File: src/rtl/spi_pkg.sv
`default_nettype none
// ============================================================================
//  Module      : spi_pkg
//  Description : Shared types, defaults and a helper for the SPI slave.
//                It defines the FSM state enum, the latched bus-mode struct
//                and the mapping from SCLK edges to sample and shift events.
//  Revision    : 1.0  initial release
// ============================================================================
package spi_pkg;

    localparam int SPI_DATA_W      = 8;
    localparam int SPI_SYNC_STAGES = 2;

    typedef enum logic {
        IDLE = 1'b0,
        XFER = 1'b1
    } spi_slv_state_e;

    typedef struct packed {
        logic cpol;
        logic cpha;
    } spi_mode_t;

    // Translates raw SCLK rise/fall strobes into {sample, shift} strobes.
    // Leading edge = SCLK leaving its idle level, trailing = returning to it.
    function automatic logic [1:0] edge_sel(input spi_mode_t mode,
                                            input logic      rise,
                                            input logic      fall);
        logic lead;
        logic trail;
        lead  = mode.cpol ? fall : rise;
        trail = mode.cpol ? rise : fall;
        return mode.cpha ? {trail, lead} : {lead, trail};
    endfunction

endpackage
`default_nettype wire

File: src/rtl/spi_sync_edge.sv
`default_nettype none
// ============================================================================
//  Module      : spi_sync_edge
//  Description : Multi-flop synchronizer for one asynchronous pin, followed
//                by a history flop for edge detection.
//  Ports       : clk_i   - system clock
//                rst_i   - synchronous active-high reset
//                async_i - asynchronous pin
//                level_o - synchronized level (last sync stage)
//                rise_o  - one-cycle strobe, synchronized 0->1
//                fall_o  - one-cycle strobe, synchronized 1->0
//  Revision    : 1.0  initial release
// ============================================================================
module spi_sync_edge #(
    parameter int   SYNC_STAGES = 2,
    parameter logic RESET_VAL   = 1'b0
) (
    input  logic clk_i,
    input  logic rst_i,
    input  logic async_i,
    output logic level_o,
    output logic rise_o,
    output logic fall_o
);

    logic [SYNC_STAGES-1:0] sync_q;
    logic                   hist_q;

    always_ff @(posedge clk_i) begin
        if (rst_i) begin
            sync_q <= {SYNC_STAGES{RESET_VAL}};
            hist_q <= RESET_VAL;
        end else begin
            sync_q <= {sync_q[SYNC_STAGES-2:0], async_i};
            hist_q <= sync_q[SYNC_STAGES-1];
        end
    end

    assign level_o = sync_q[SYNC_STAGES-1];
    assign rise_o  =  sync_q[SYNC_STAGES-1] & ~hist_q;
    assign fall_o  = ~sync_q[SYNC_STAGES-1] &  hist_q;

endmodule
`default_nettype wire

File: src/rtl/spi_slave.sv
`default_nettype none
// ============================================================================
//  Module      : spi_slave
//  Description : Oversampled SPI slave, all four CPOL/CPHA modes, MSB first,
//                multi-byte frames while SS_n stays low. Received bytes are
//                delivered with a one-cycle rx_valid strobe; transmit bytes
//                come from a one-deep buffer written with tx_load.
//  Ports       : clk, rst              - system clock, sync active-high reset
//                CPOL, CPHA            - bus mode, latched at SS_n fall
//                SCLK, MOSI, SS_n      - asynchronous bus inputs
//                MISO                  - serial out, 0 while deselected
//                tx_data, tx_load      - transmit buffer write
//                tx_pending            - buffer written, not yet consumed
//                rx_data, rx_valid     - received byte and its strobe
//                busy                  - frame in progress
//  Revision    : 1.0  initial release
// ============================================================================
module spi_slave
    import spi_pkg::*;
#(
    parameter int DATA_W      = SPI_DATA_W,
    parameter int SYNC_STAGES = SPI_SYNC_STAGES
) (
    input  logic              clk,
    input  logic              rst,
    input  logic              CPOL,
    input  logic              CPHA,
    input  logic              SCLK,
    input  logic              MOSI,
    input  logic              SS_n,
    output logic              MISO,
    input  logic [DATA_W-1:0] tx_data,
    input  logic              tx_load,
    output logic              tx_pending,
    output logic [DATA_W-1:0] rx_data,
    output logic              rx_valid,
    output logic              busy
);

    localparam int CNT_W = $clog2(DATA_W);

    // ------------------------------------------------------------------
    // Pin synchronizers
    // ------------------------------------------------------------------
    logic sclk_rise, sclk_fall, unused_sclk_lvl;
    logic ss_lvl, ss_rise, ss_fall;
    logic mosi_s, unused_mosi_rise, unused_mosi_fall;

    spi_sync_edge #(.SYNC_STAGES(SYNC_STAGES), .RESET_VAL(1'b0)) u_sync_sclk (
        .clk_i   (clk),
        .rst_i   (rst),
        .async_i (SCLK),
        .level_o (unused_sclk_lvl),
        .rise_o  (sclk_rise),
        .fall_o  (sclk_fall)
    );

    spi_sync_edge #(.SYNC_STAGES(SYNC_STAGES), .RESET_VAL(1'b1)) u_sync_ss (
        .clk_i   (clk),
        .rst_i   (rst),
        .async_i (SS_n),
        .level_o (ss_lvl),
        .rise_o  (ss_rise),
        .fall_o  (ss_fall)
    );

    spi_sync_edge #(.SYNC_STAGES(SYNC_STAGES), .RESET_VAL(1'b0)) u_sync_mosi (
        .clk_i   (clk),
        .rst_i   (rst),
        .async_i (MOSI),
        .level_o (mosi_s),
        .rise_o  (unused_mosi_rise),
        .fall_o  (unused_mosi_fall)
    );

    // ------------------------------------------------------------------
    // State
    // ------------------------------------------------------------------
    spi_slv_state_e       state_q;
    spi_mode_t            mode_q;
    logic [DATA_W-1:0]    tx_sr_q;
    logic [DATA_W-1:0]    rx_sr_q;
    logic [DATA_W-1:0]    tx_buf_q;
    logic [DATA_W-1:0]    rx_data_q;
    logic [CNT_W-1:0]     bit_cnt_q;
    logic                 tx_pending_q;
    logic                 rx_valid_q;
    logic                 byte_done_q;
    logic                 miso_q;
    // arm_sr_q fills with ones after reset; once its top bit is set the
    // SS_n synchronizer holds the real pin value. armed_q then requires a
    // genuine high level on SS_n before any fall is accepted, so a frame
    // already in progress at reset release is ignored.
    logic [SYNC_STAGES:0] arm_sr_q;
    logic                 armed_q;

    // ------------------------------------------------------------------
    // Combinational event decode
    // ------------------------------------------------------------------
    logic [1:0]        edges;
    logic              sample_edge;
    logic              shift_edge;
    logic              frame_start;
    logic              load_pt;
    logic [DATA_W-1:0] tx_next;

    assign edges       = edge_sel(mode_q, sclk_rise, sclk_fall);
    assign sample_edge = edges[1];
    assign shift_edge  = edges[0];
    assign frame_start = (state_q == IDLE) && ss_fall && armed_q;

    // A shift edge with bit_cnt==0 is the first edge of a byte in both
    // phases: for CPHA=0 it follows the last sample of the previous byte,
    // for CPHA=1 it opens the byte (including the very first one).
    assign load_pt = frame_start ||
                     ((state_q == XFER) && !ss_rise && shift_edge &&
                      (bit_cnt_q == '0));

    // A tx_load coinciding with a load point bypasses the buffer.
    assign tx_next = tx_load ? tx_data : tx_buf_q;

    // ------------------------------------------------------------------
    // FSM and datapath
    // ------------------------------------------------------------------
    always_ff @(posedge clk) begin
        if (rst) begin
            state_q      <= IDLE;
            mode_q       <= '0;
            tx_sr_q      <= '0;
            rx_sr_q      <= '0;
            tx_buf_q     <= '0;
            rx_data_q    <= '0;
            bit_cnt_q    <= '0;
            tx_pending_q <= 1'b0;
            rx_valid_q   <= 1'b0;
            byte_done_q  <= 1'b0;
            miso_q       <= 1'b0;
            arm_sr_q     <= '0;
            armed_q      <= 1'b0;
        end else begin
            arm_sr_q <= {arm_sr_q[SYNC_STAGES-1:0], 1'b1};
            if (arm_sr_q[SYNC_STAGES] && ss_lvl) begin
                armed_q <= 1'b1;
            end

            // Byte completion is delivered one cycle after the final sample,
            // regardless of a simultaneous deselect.
            rx_valid_q  <= byte_done_q;
            byte_done_q <= 1'b0;
            if (byte_done_q) begin
                rx_data_q <= rx_sr_q;
            end

            if (tx_load) begin
                tx_buf_q     <= tx_data;
                tx_pending_q <= !load_pt;
            end else if (load_pt) begin
                tx_pending_q <= 1'b0;
            end

            case (state_q)
                IDLE: begin
                    bit_cnt_q <= '0;
                    if (frame_start) begin
                        mode_q  <= '{cpol: CPOL, cpha: CPHA};
                        tx_sr_q <= tx_next;
                        state_q <= XFER;
                    end
                end
                XFER: begin
                    if (ss_rise) begin
                        state_q <= IDLE;
                    end else if (sample_edge) begin
                        rx_sr_q <= {rx_sr_q[DATA_W-2:0], mosi_s};
                        if (bit_cnt_q == CNT_W'(DATA_W - 1)) begin
                            bit_cnt_q   <= '0;
                            byte_done_q <= 1'b1;
                        end else begin
                            bit_cnt_q <= bit_cnt_q + CNT_W'(1);
                        end
                    end else if (shift_edge) begin
                        if (bit_cnt_q == '0) begin
                            tx_sr_q <= tx_next;
                        end else begin
                            tx_sr_q <= {tx_sr_q[DATA_W-2:0], 1'b0};
                        end
                    end
                end
            endcase

            miso_q <= (state_q == XFER) ? tx_sr_q[DATA_W-1] : 1'b0;
        end
    end

    assign MISO       = miso_q;
    assign tx_pending = tx_pending_q;
    assign rx_data    = rx_data_q;
    assign rx_valid   = rx_valid_q;
    assign busy       = (state_q == XFER);

endmodule
`default_nettype wire

File: config.mk
export PLATFORM = sky130hd
export DESIGN_NAME = spi_slave
export DESIGN_NICKNAME = d
export VERILOG_FILES = /design/src/rtl/spi_pkg.sv /design/src/rtl/spi_sync_edge.sv /design/src/rtl/spi_slave.sv
export SDC_FILE = /design/constraint.sdc
export NUM_CORES = 1
export LEC_CHECK = 0
export BUFFER_PORTS_ARGS = -buffer_cell sky130_fd_sc_hd__buf_4
export CORE_ASPECT_RATIO = 1.25
export CORE_MARGIN = 4
export CORE_UTILIZATION = 60
export CTS_BUF_LIST = sky130_fd_sc_hd__clkbuf_16
export DETAILED_ROUTE_END_ITERATION = 10
export GPL_TIMING_DRIVEN = 0
export HOLD_SLACK_MARGIN = 0.12
export PLACE_DENSITY = 0.86
export SLEW_MARGIN = 20
export SYNTH_ARGS = -nofsm -noshare
export SYNTH_HDL_FRONTEND = slang
export SYNTH_SLANG_ARGS = --single-unit
File: constraint.sdc
create_clock -name clk -period 2.5 [get_ports clk]
set_input_delay 0.5 -clock clk [delete_from_list [all_inputs] [get_ports clk]]
set_output_delay 0.5 -clock clk [all_outputs]
set_load 0.03 [all_outputs]
## After elaboration in Yosys (flattened, before gate mapping)

Index checks and enable logic that the tools add are counted.

- Equal/unequal tests: 6
- Reductions and logical operators: 17
- Add/sub/neg operators: 1
- Mux-type cells: 21
- Bitwise logic cells: 11

Operators by type and width:

| operator | number |
|---|---|
| 8-bit two-way mux | 6 |
| 8-bit one-hot mux with 2 select lines | 1 |
| 3-bit two-way mux | 3 |
| 1-bit two-way mux | 8 |
| 1-bit inverter | 7 |
| 1-bit logical AND | 6 |
| 2-bit != test (second input constant) | 3 |
| 3-bit one-hot mux with 2 select lines | 1 |
| 1-bit AND | 4 |
| 2-bit by 1-bit != test with 1-bit output (second input constant) | 2 |
| 2-bit AND reduction | 2 |
| 4-bit AND reduction | 1 |
| 4-bit OR reduction | 1 |
| 3-bit by 1-bit adder with 3-bit output (second input constant) | 1 |
| 3-bit equality test (second input constant) | 1 |
| 3-bit zero test | 1 |
| 3-bit AND reduction | 1 |
| 1-bit zero test | 2 |
| 2-bit two-way mux | 1 |
| 1-bit one-hot mux with 2 select lines | 1 |
| 2-bit nonzero test | 1 |
| 2-bit OR reduction | 1 |
| 1-bit logical OR | 1 |

- Output and inout port bits: 12
- Flip-flop bits (word level): 54
- Logic and storage cells: 76
- Bits of input ports: 16

## Longest topological paths before layout

Gate-level depths: netlist of run 1.

- Depth after elaboration: 9
- Gate-level depth with buffers: 7

## Hierarchy

From an unflattened synthesis of run 1, not the netlist that was laid out.

- Cells, all modules: 215
- Area total of the unflattened synthesis: 2117.0 sq um

Modules (own cells, without submodules):

| module | area an instance (sq um) | sequential area each (sq um) | cells an instance | instances |
|---|---|---|---|---|
| spi_slave | 1841.8 | 920.9 | 191 | 1 |
| spi_sync_edge at u_sync_mosi ... | 91.3 | 60.1 | 8 | 2 |
| spi_sync_edge at u_sync_ss | 92.6 | 60.1 | 8 | 1 |

## Least setup slack after synthesis of run 1

No wires, ideal clock.

- Path kind: reg2reg
- Start point: reg state_q (netlist: busy)
- End point: reg bit_cnt_q[2]
- Stages on the path, launching flop included: 6
- Clock period less this slack: 1569 ps
- Arrival: 1498 ps
- Data required time: 2429 ps
- Setup slack: 931 ps
- Path through: dfxtp_1 -> inv_1 -> nor2_1 -> buf_2 -> nand3_1 -> a21oi_1

- Longest elaborated chain between the ends: 2
- Elaborated cells on any way between the ends: 5
- Classes of those cells: 2 x eq/ne; 1 x mux; 1 x bitwise; 1 x reduce/logical

Ends and longest elaborated chain:

| element | RTL line | RTL |
|---|---|---|
| start: declaration | spi_slave.sv:79 | `spi_slv_state_e state_q;` |
| start signal: assignment | spi_slave.sv:127 | `state_q <= IDLE;` |
| start signal: assignment | spi_slave.sv:167 | `state_q <= XFER;` |
| start signal: assignment | spi_slave.sv:172 | `state_q <= IDLE;` |
| 2-bit by 1-bit != test with 1-bit output (no line), or another cell as far along | n/a |  |
| 2-bit AND reduction (no line) or 3-bit one-hot mux with 2 select lines (tied branches) | n/a |  |
| end signal: assignment | spi_slave.sv:179 | `bit_cnt_q <= bit_cnt_q + CNT_W'(1);` |
| end: declaration | spi_slave.sv:85 | `logic [CNT_W-1:0] bit_cnt_q;` |

Parallel ways exist; a longest one is shown, timed or not.
A chain may end at the register's enable or synchronous reset.

## Worst setup path after layout of run 1

- Start point: reg bit_cnt_q[0]
- End point: reg tx_sr_q[7]

- Longest elaborated chain between the ends: 6

Ends and longest elaborated chain:

| element | RTL line | RTL |
|---|---|---|
| 3-bit zero test | spi_slave.sv:182 | `if (bit_cnt_q == '0) begin` |
| 8-bit two-way mux | spi_slave.sv:182 |  |
| 8-bit two-way mux | spi_slave.sv:181 | `end else if (shift_edge) begin` |
| 8-bit two-way mux | spi_slave.sv:173 | `end else if (sample_edge) begin` |
| 8-bit two-way mux | spi_slave.sv:171 | `if (ss_rise) begin` |
| 8-bit one-hot mux with 2 select lines | spi_slave.sv:161 | `case (state_q)` |
| end signal: assignment | spi_slave.sv:166 | `tx_sr_q <= tx_next;` |
| end signal: assignment | spi_slave.sv:183 | `tx_sr_q <= tx_next;` |
| end signal: assignment | spi_slave.sv:185 | `tx_sr_q <= {tx_sr_q[DATA_W-2:0], 1'b0};` |
| end: declaration | spi_slave.sv:81 | `logic [DATA_W-1:0] tx_sr_q;` |

No other way between the ends. The select of a mux whose other input is x is not followed.

==> parameters.txt, run 1 <==
Parameter                              Value

STA
  Slew headroom ... 0.574
  Highest achievable clock rate ... ~570 MHz
  Setup repair after global routing missed its margin ... false
  Total of endpoints with negative setup slack in the final report ... 0
  Number of slew-limit violations in the final report ... 0
  Portion of the clock cycle consumed by the worst path in the final layout ... 0.698
  Clk_skew ... slightly below 0.007 ns
  Count of final hold-check violations ... 0
  Slew of the pin with the lowest slew margin ... roughly 0.64 ns
  Setup TNS ... 0 ns
  Final worst path period need ... roughly 1.7 ns

Global route
  Vias in the first global route ... approximately 1,500
  GR Util met1 ... 0.251
  Gr usage total ... 0.208
  Grt peak-use layer ... met2
  Largest net degree at the start of global routing ... 17
  Met2 demand-to-capacity share in global routing ... 0.338
  GRT met3 Usage ... 0.0545
  First-pass GRT wire length ... around 6.8 mm
  Initial antenna violation count ... 0
  Sum of overflow across all layers after global routing ... 0

Floorplanning
  Die Wd ... between 60 and 70 um
  Die span in y ... around 73 um
  Die area ... between 0.004 and 0.005 mm2
  I/O pins ... 28
  Starting density of the core ... 0.631
  Core Box Area ... between 0.003 and 0.004 mm2
  Total number of placement rows ... 23

Finish
  Most common cell after layout, fill and taps aside ... dfxtp_1
  Net count, final ... 258
  Final antenna diode count ... 0
  Post-Route Utilization ... 0.754
  Share of final-layout standard cells stronger than drive strength 1 ... 0.172
  Number of fill cells ... approximately 250
  Most frequent cells in the layout ... 54 x dfxtp_1, 28 x mux2i_1, 25 x buf_4
  Area grow syn2layout ... 19.4%

Placed design
  Half-perimeter wire length of the detailed placement result ... about 2.8 mm
  Number of buffers inserted by port buffering ... 25
  GP Congestion ... ~0.85

Worst setup path
  Arrival time of data at the critical path endpoint ... 1.96 ns
  Sequence of cells on the critical path ... inv_1 > ha_1 > nor2b_1 > nand2b_1 > buf_1 > o211ai_1 > mux2i_1
  Critical setup path kind ... reg2reg
  Element type at the critical path end ... flip-flop
  R2r startpoint ... bit_cnt_q[0]
  Crit path max fanout ... 9
  Launch point of the worst path ... bit_cnt_q[0]
  Crit path largest cell delay ... between 0.3 and 0.4 ns
  Data required time of the worst path ... 2.72 ns
  Startpoint types ... flip-flop
  Cell with the largest stage delay on the worst path ... nor2b_1

Yosys
  Library cell with the largest summed area after synthesis ... dfxtp_1
  Share of synthesized cell area in full adder, half adder and majority cells ... 0.0183
  Mapped Cells ... 207
  Area share of and/or/nand/nor cells after synthesis ... 0.156
  Dominant cells by area after synthesis ... dfxtp_1 53%, mux2i_1 14%, nor2_1 4.0%
  Synthesized-area fraction occupied by ao, oa, aoi and oai cells ... 0.115
  XOR/XNOR Fraction of Synth Area ... 0.00792
  Synth top area share ... 0.527
  Yosys warnings ... 0
  Number of register bits inferred by synthesis ... 54
  Mean instance size in the synthesized netlist ... about 9.9 um2
  Mux cell area share after synthesis ... 0.144
  Post-synthesis cell type count ... 28
  Fraction of the yosys area taken by sequential cells ... 0.527
  Net count after synthesis ... ~230
  Dominant combinational cell family by area after synthesis ... simple AND/OR/NAND/NOR gates
  Area of the mapped netlist ... 0.00205 mm2

CTS
  Hold buffer count at CTS ... 0
  Insertion delay of the later-clocked pin in the worst-skew pair ... between 0.2 and 0.3 ns
  Maximum level of the CTS H-tree ... 2
  Count of instances resized after the clock tree is built ... 0
  CTS tree ... done
  Number of buffers created by CTS ... 5
  Post-CTS setup buffers ... 0
  Clock-pin slew on the worst setup and hold paths ... ~0.060 ns
  Buffer type at the clock tree root ... clkbuf_16
  Sinks on the clock net ... between 50 and 60
  Buffer depth of the longest clock path ... 2

Power
  Power density of the placed cells ... 708 mW/mm2
  VDD IR max ... 899 uV
  Static Leakage ... approximately 1 nW

Run status
  Result of the run ... completed

Route
  Final ANT Viol Nets ... 0
  Avg Vias per Cell ... roughly 5.6
  Routed length per placed instance ... around 14 um
  DRC ... 0
  Count of TritonRoute iterations in the first routing pass ... 4
  Routed wire length ... 3.98 mm
  Count of vias placed by the detailed router ... 1,557
  Number of DRC markers after the initial detailed-route iteration ... between 40 and 50

Flow run
  Number of maximum-capacitance constraint violations ... 0

Min path
  Start point of the worst min-delay path ... SS_n
  Worst hold-check path type ... in2reg
layer usage:
| layer | wire length, um | vias up |
|---|---|---|
| li1 | - | 777 |
| met1 | 1700 | 746 |
| met2 | 2030 | 25 |
| met3 | 166 | 9 |
| met4 | 82 | 0 |
| met5 | 0 | - |
sequential cells by signal, summed over array words and instances (netlist names):
register            cells
rx_valid                1
u_sync_ss.hist_q        1
tx_sr_q                 8
rx_sr_q                 8
rx_data                 8
u_sync_sclk.sync_q      2
MISO                    1
tx_buf_q                8
bit_cnt_q               3
byte_done_q             1
armed_q                 1
arm_sr_q                3
tx_pending              1
u_sync_sclk.hist_q      1
u_sync_ss.sync_q        2
u_sync_mosi.sync_q      2
busy                    1
mode_q                  2
cells in the mapped netlist:
master    number
nor4bb_1       1
a211oi_2       1
or2_2          3
nand2b_1       4
a21oi_1       11
and3_1         2
dfxtp_1       54
mux2_4         1
nor2_1        22
xnor2_2        1
o211ai_1       9
inv_1          3
buf_2          2
nor2b_1       10
o21ai_0       14
nand2_1        9
clkinv_1       1
a21oi_4        1
clkbuf_1      10
mux2i_1       28
nand3_1        9
buf_1          1
nor3_1         1
or4_1          1
ha_1           3
and4_1         1
o21ai_1        3
nand4b_1       1
report_power, final:
group / internal (mW) / switching [mW] / total, mW
Clock: 0.468 / 0.293 / 0.761
Sequential: 0.879 / 0.00660 / 0.885
Combinational: 0.0397 / 0.0508 / 0.0905
logic make-up (layout without fill, tap and decap cells):
logic type | after synthesis | after routing
buf+inv | 17 | 49
flops | 54 | 54
xor+xnor | 1 | 1
fa+ha+maj | 3 | 3
compound gates | 39 | 39
simple gates | 64 | 64
mux | 29 | 29
area by class of cell:
| class | count | area, um2 | share of cell area |
|---|---|---|---|
| multi-input combinational | 136 | 906 | 0.370 |
| sequential | 54 | 1080 | 0.441 |
| buffer | 13 | 51.3 | 0.0209 |
| clock buffer | 5 | 125 | 0.0510 |
| clock inverter | 2 | 38.8 | 0.0158 |
| tap | 37 | 46.3 | 0.0189 |
| inverter | 4 | 15.0 | 0.00613 |
| timing repair buffer | 25 | 188 | 0.0766 |
per-stage QoR:
step / instances / total power [mW] / hold slack [ns] / setup WS (ns) / cell area (um2)
floorplan: 207 / 0.960 / 0.389 / 0.931 / 2050
global placement: 269 / 0.991 / 0.392 / 0.778 / 2290
detailed placement: 269 / 0.994 / 0.398 / 0.800 / 2290
CTS: 276 / 1.75 / 0.386 / 0.769 / 2450
global route: 276 / 1.80 / 0.397 / 0.489 / 2450
finish: 276 / 1.74 / 0.390 / 0.756 / 2450
final timing paths:
path         slack (ns)                  end  depth (start not counted)
min reg2reg        0.41  u_sync_ss.sync_q[1]                          1
max reg2reg        0.76           tx_sr_q[7]                          7
min                0.39  u_sync_ss.sync_q[0]                          2
max                0.76           tx_sr_q[7]                          7
critical path, delay by kind of cell, from the launching register on:
kind	cells	cell delay (ns)
flip-flops	1	0.34
AO/OA/AOI/OAI	1	0.14
adder cells (fa/ha/maj)	1	0.14
AND/OR/NAND/NOR	2	0.54
multiplexers	1	0.13
buffers and inverters	2	0.38
Power figures use the tool's default switching activity.
==> run 2, diff against run 1 <==
--- a/config.mk
+++ b/config.mk
@@ -8,12 +8,12 @@
 export BUFFER_PORTS_ARGS = -buffer_cell sky130_fd_sc_hd__buf_4
 export CORE_ASPECT_RATIO = 1.25
 export CORE_MARGIN = 4
-export CORE_UTILIZATION = 60
+export CORE_UTILIZATION = 55
 export CTS_BUF_LIST = sky130_fd_sc_hd__clkbuf_16
 export DETAILED_ROUTE_END_ITERATION = 10
 export GPL_TIMING_DRIVEN = 0
 export HOLD_SLACK_MARGIN = 0.12
-export PLACE_DENSITY = 0.86
+export PLACE_DENSITY = 0.8
 export SLEW_MARGIN = 20
 export SYNTH_ARGS = -nofsm -noshare
 export SYNTH_HDL_FRONTEND = slang
==> constraint.sdc (replaced) <==
create_clock -name clk -period 1.8 [get_ports clk]
set_input_delay 0.36 -clock clk [delete_from_list [all_inputs] [get_ports clk]]
set_output_delay 0.36 -clock clk [all_outputs]
set_load 0.03 [all_outputs]
==> run 2 against run 1 <==
Against the previous run:
- worst setup slack got worse by 0.61 ns
- maximum frequency rose by 5.4%
- global-route usage fell by 3.3 points
- first-iteration DRC count rose by 59%
- critical path depth fell by 3
- non-clock buffer count fell by 1
- sequential cell count did not move
- critical endpoint is now bit_cnt_q[0]
==> parameters.txt, run 2 (same netlist as run 1, synthesis figures left out) <==
Parameter                              Value

Run status
  Result of the run ... completed (unchanged)

Worst setup path
  Number of cells traversed by the worst register-to-register path ... 4 (was 7)
  Cell with the largest stage delay on the worst path ... or4_1 (was nor2b_1)
  CP delay by family, top ... simple AND/OR/NAND/NOR gates (unchanged)
  R2r startpoint ... mode_q[0] (was bit_cnt_q[0])
  Reg2reg end ... bit_cnt_q[0] (was tx_sr_q[7])
  Critical setup path kind ... reg2reg (unchanged)
  Crit path largest cell delay ... 0.45 ns (was 0.38 ns)
  Crit path max fanout ... 3 (was 9)
  Sequence of cells on the critical path ... xnor2_2 > mux2_4 > or4_1 > a211oi_2 (was inv_1 > ha_1 > nor2b_1 > nand2b_1 > buf_1 > o211ai_1 > mux2i_1)
  Element type at the critical path end ... flip-flop (unchanged)
  Startpoint types ... flip-flop (unchanged)
  Bufs and invs on worst path ... 0 (was 2)
  Arrival time of data at the critical path endpoint ... 1.87 ns (was 1.96 ns)
  Data required time of the worst path ... 2.01 ns (was 2.72 ns)
  Setup slack on the worst flop-to-flop path ... 0.15 ns (was 0.76 ns)

Route
  Count of vias placed by the detailed router ... 1,554 (was 1,557)
  Number of DRC markers after the initial detailed-route iteration ... 73 (was 46)
  Avg Vias per Cell ... 5.59 (was 5.64)
  Count of TritonRoute iterations in the first routing pass ... 4 (unchanged)
  Final ANT Viol Nets ... 0 (unchanged)
  Routed wire length ... 3.87 mm (was 3.98 mm)
  Routed length per placed instance ... 13.9 um (was 14.4 um)
  DRC ... 0 (unchanged)

Min path
  Worst hold-check path type ... in2reg (unchanged)
  Worst hold path cell count ... 2 (unchanged)
  Hold path endpoint ... u_sync_ss.sync_q[0] (unchanged)
  Start point of the worst min-delay path ... SS_n (unchanged)

Power
  Cell internal power dissipation ... 2.07 mW (was 1.39 mW)
  Relative contribution of sequential cells to total power ... 0.481 (was 0.510)
  Power density of the placed cells ... 1030 mW/mm2 (was 708 mW/mm2)
  Static Leakage ... 1.02 nW (was 1.00 nW)
  Net Sw Frac ... 0.192 (was 0.202)
  Total Power ... 2.56 mW (was 1.74 mW)
  Combinational share of power ... 0.049 (was 0.052)
  VDD IR max ... 713 uV (was 899 uV)
  Proportion of power drawn by the clock network ... 0.471 (was 0.438)
  Switching power summed over all nets ... 0.492 mW (was 0.350 mW)

CTS
  Insertion delay of the later-clocked pin in the worst-skew pair ... 0.29 ns (about the same)
  Hold buffer count at CTS ... 0 (unchanged)
  Clock-pin slew on the worst setup and hold paths ... 0.07 ns (was 0.06 ns)
  Maximum level of the CTS H-tree ... 2 (unchanged)
  CTS tree ... done (unchanged)
  Buffer type at the clock tree root ... clkbuf_16 (unchanged)
  Post-CTS setup buffers ... 0 (unchanged)
  Buffer depth of the longest clock path ... 2 (unchanged)
  Count of instances resized after the clock tree is built ... 0 (unchanged)
  Sinks on the clock net ... 54 (unchanged)
  Number of buffers created by CTS ... 5 (unchanged)

Floorplanning
  Die Wd ... 62.7 um (was 60.3 um)
  Total number of placement rows ... 24 (was 23)
  Starting density of the core ... 0.579 (was 0.631)
  I/O pins ... 28 (unchanged)
  Core Box Area ... 0.00354 mm2 (was 0.00325 mm2)
  Die span in y ... 76.3 um (was 73.4 um)
  Die area ... 0.00478 mm2 (was 0.00443 mm2)

Finish
  Most frequent cells in the layout ... 54 x dfxtp_1, 28 x mux2i_1, 25 x buf_4 (unchanged)
  Share of final-layout standard cells stronger than drive strength 1 ... 0.184 (was 0.172)
  Final antenna diode count ... 0 (unchanged)
  Post-Route Utilization ... 0.700 (was 0.754)
  Design area ... 0.00248 mm2 (was 0.00245 mm2)
  Number of fill cells ... 287 (was 248)
  Net count, final ... 257 (was 258)
  Most common cell after layout, fill and taps aside ... dfxtp_1 (unchanged)
  Area grow syn2layout ... 20.8% (was 19.4%)

Placed design
  GP Congestion ... 0.798 (was 0.850)
  Half-perimeter wire length of the detailed placement result ... 2.65 mm (was 2.78 mm)
  Instance area after placement ... 0.00229 mm2 (about the same)
  Number of buffers inserted by port buffering ... 25 (unchanged)

STA
  WHS ... 0.251 ns (was 0.390 ns)
  Portion of the clock cycle consumed by the worst path in the final layout ... 0.919 (was 0.698)
  Slew of the pin with the lowest slew margin ... 0.650 ns (was 0.639 ns)
  Number of slew-limit violations in the final report ... 0 (unchanged)
  Clk_skew ... 0.00326 ns (was 0.00682 ns)
  Total of endpoints with negative setup slack in the final report ... 0 (unchanged)
  Highest achievable clock rate ... 605 MHz (was 573 MHz)
  Setup repair after global routing missed its margin ... false (unchanged)
  Setup TNS ... 0 ns (unchanged)
  Slew headroom ... 0.567 (was 0.574)
  Final worst path period need ... 1.65 ns (was 1.74 ns)
  Count of final hold-check violations ... 0 (unchanged)

Global route
  Vias in the first global route ... 1,535 (was 1,489)
  Gr usage total ... 0.176 (was 0.208)
  Largest net degree at the start of global routing ... 17 (unchanged)
  First-pass GRT wire length ... 6.77 mm (was 6.79 mm)
  Initial antenna violation count ... 0 (unchanged)
  Sum of overflow across all layers after global routing ... 0 (unchanged)

Flow run
  Number of maximum-capacitance constraint violations ... 0 (unchanged)
==> run 2: per-layer routing <==
layer	GRT usage	up-vias	wire length, um
met3	0.0487	10	160
met5	0	-	0
met1	0.211	741	1720
li1	-	773	-
met4	0.0751	0	102
met2	0.292	30	1880
==> run 2: stage by stage <==
step / setup WS, ns / cells
2_1_floorplan: 0.231 / 207
3_3_place_gp: 0.0940 / 271
3_5_place_dp: 0.109 / 271
4_1_cts: 0.0447 / 279
5_1_grt: 0.0257 / 278
6_report: 0.146 / 278
==> run 2: final cells by class <==
class / count / area [um2] / share of cell area
buffer: 12 / 48.8 / 0.0197
timing repair buffer: 25 / 188 / 0.0756
sequential: 54 / 1080 / 0.436
inverter: 4 / 15.0 / 0.00605
clock inverter: 3 / 63.8 / 0.0257
multi-input combinational: 136 / 911 / 0.367
tap: 39 / 48.8 / 0.0197
clock buffer: 5 / 125 / 0.0504
==> run 2: how the worst max path moves through the flow <==
stage / startpoint / to / slack (ns) / depth (start not counted)
2_1_floorplan: busy / bit_cnt_q[2] / 0.23 / 5
3_3_place_gp: bit_cnt_q[0] / tx_sr_q[6] / 0.09 / 7
3_5_place_dp: bit_cnt_q[0] / tx_sr_q[5] / 0.11 / 7
4_1_cts: bit_cnt_q[0] / tx_sr_q[1] / 0.04 / 7
5_1_grt: u_sync_ss.sync_q[1] / tx_sr_q[1] / 0.03 / 4
6_report: mode_q[0] / bit_cnt_q[0] / 0.15 / 4
==> run 2: power groups by stage <==
stage                     clock [mW]  sequential, mW  combinational [mW]
after floorplan                    0            1.26              0.0757
after global placement             0            1.26               0.122
after detailed placement           0            1.26               0.123
after CTS                       1.22            1.23               0.125
after global routing            1.27            1.23               0.140
final                           1.20            1.23               0.125
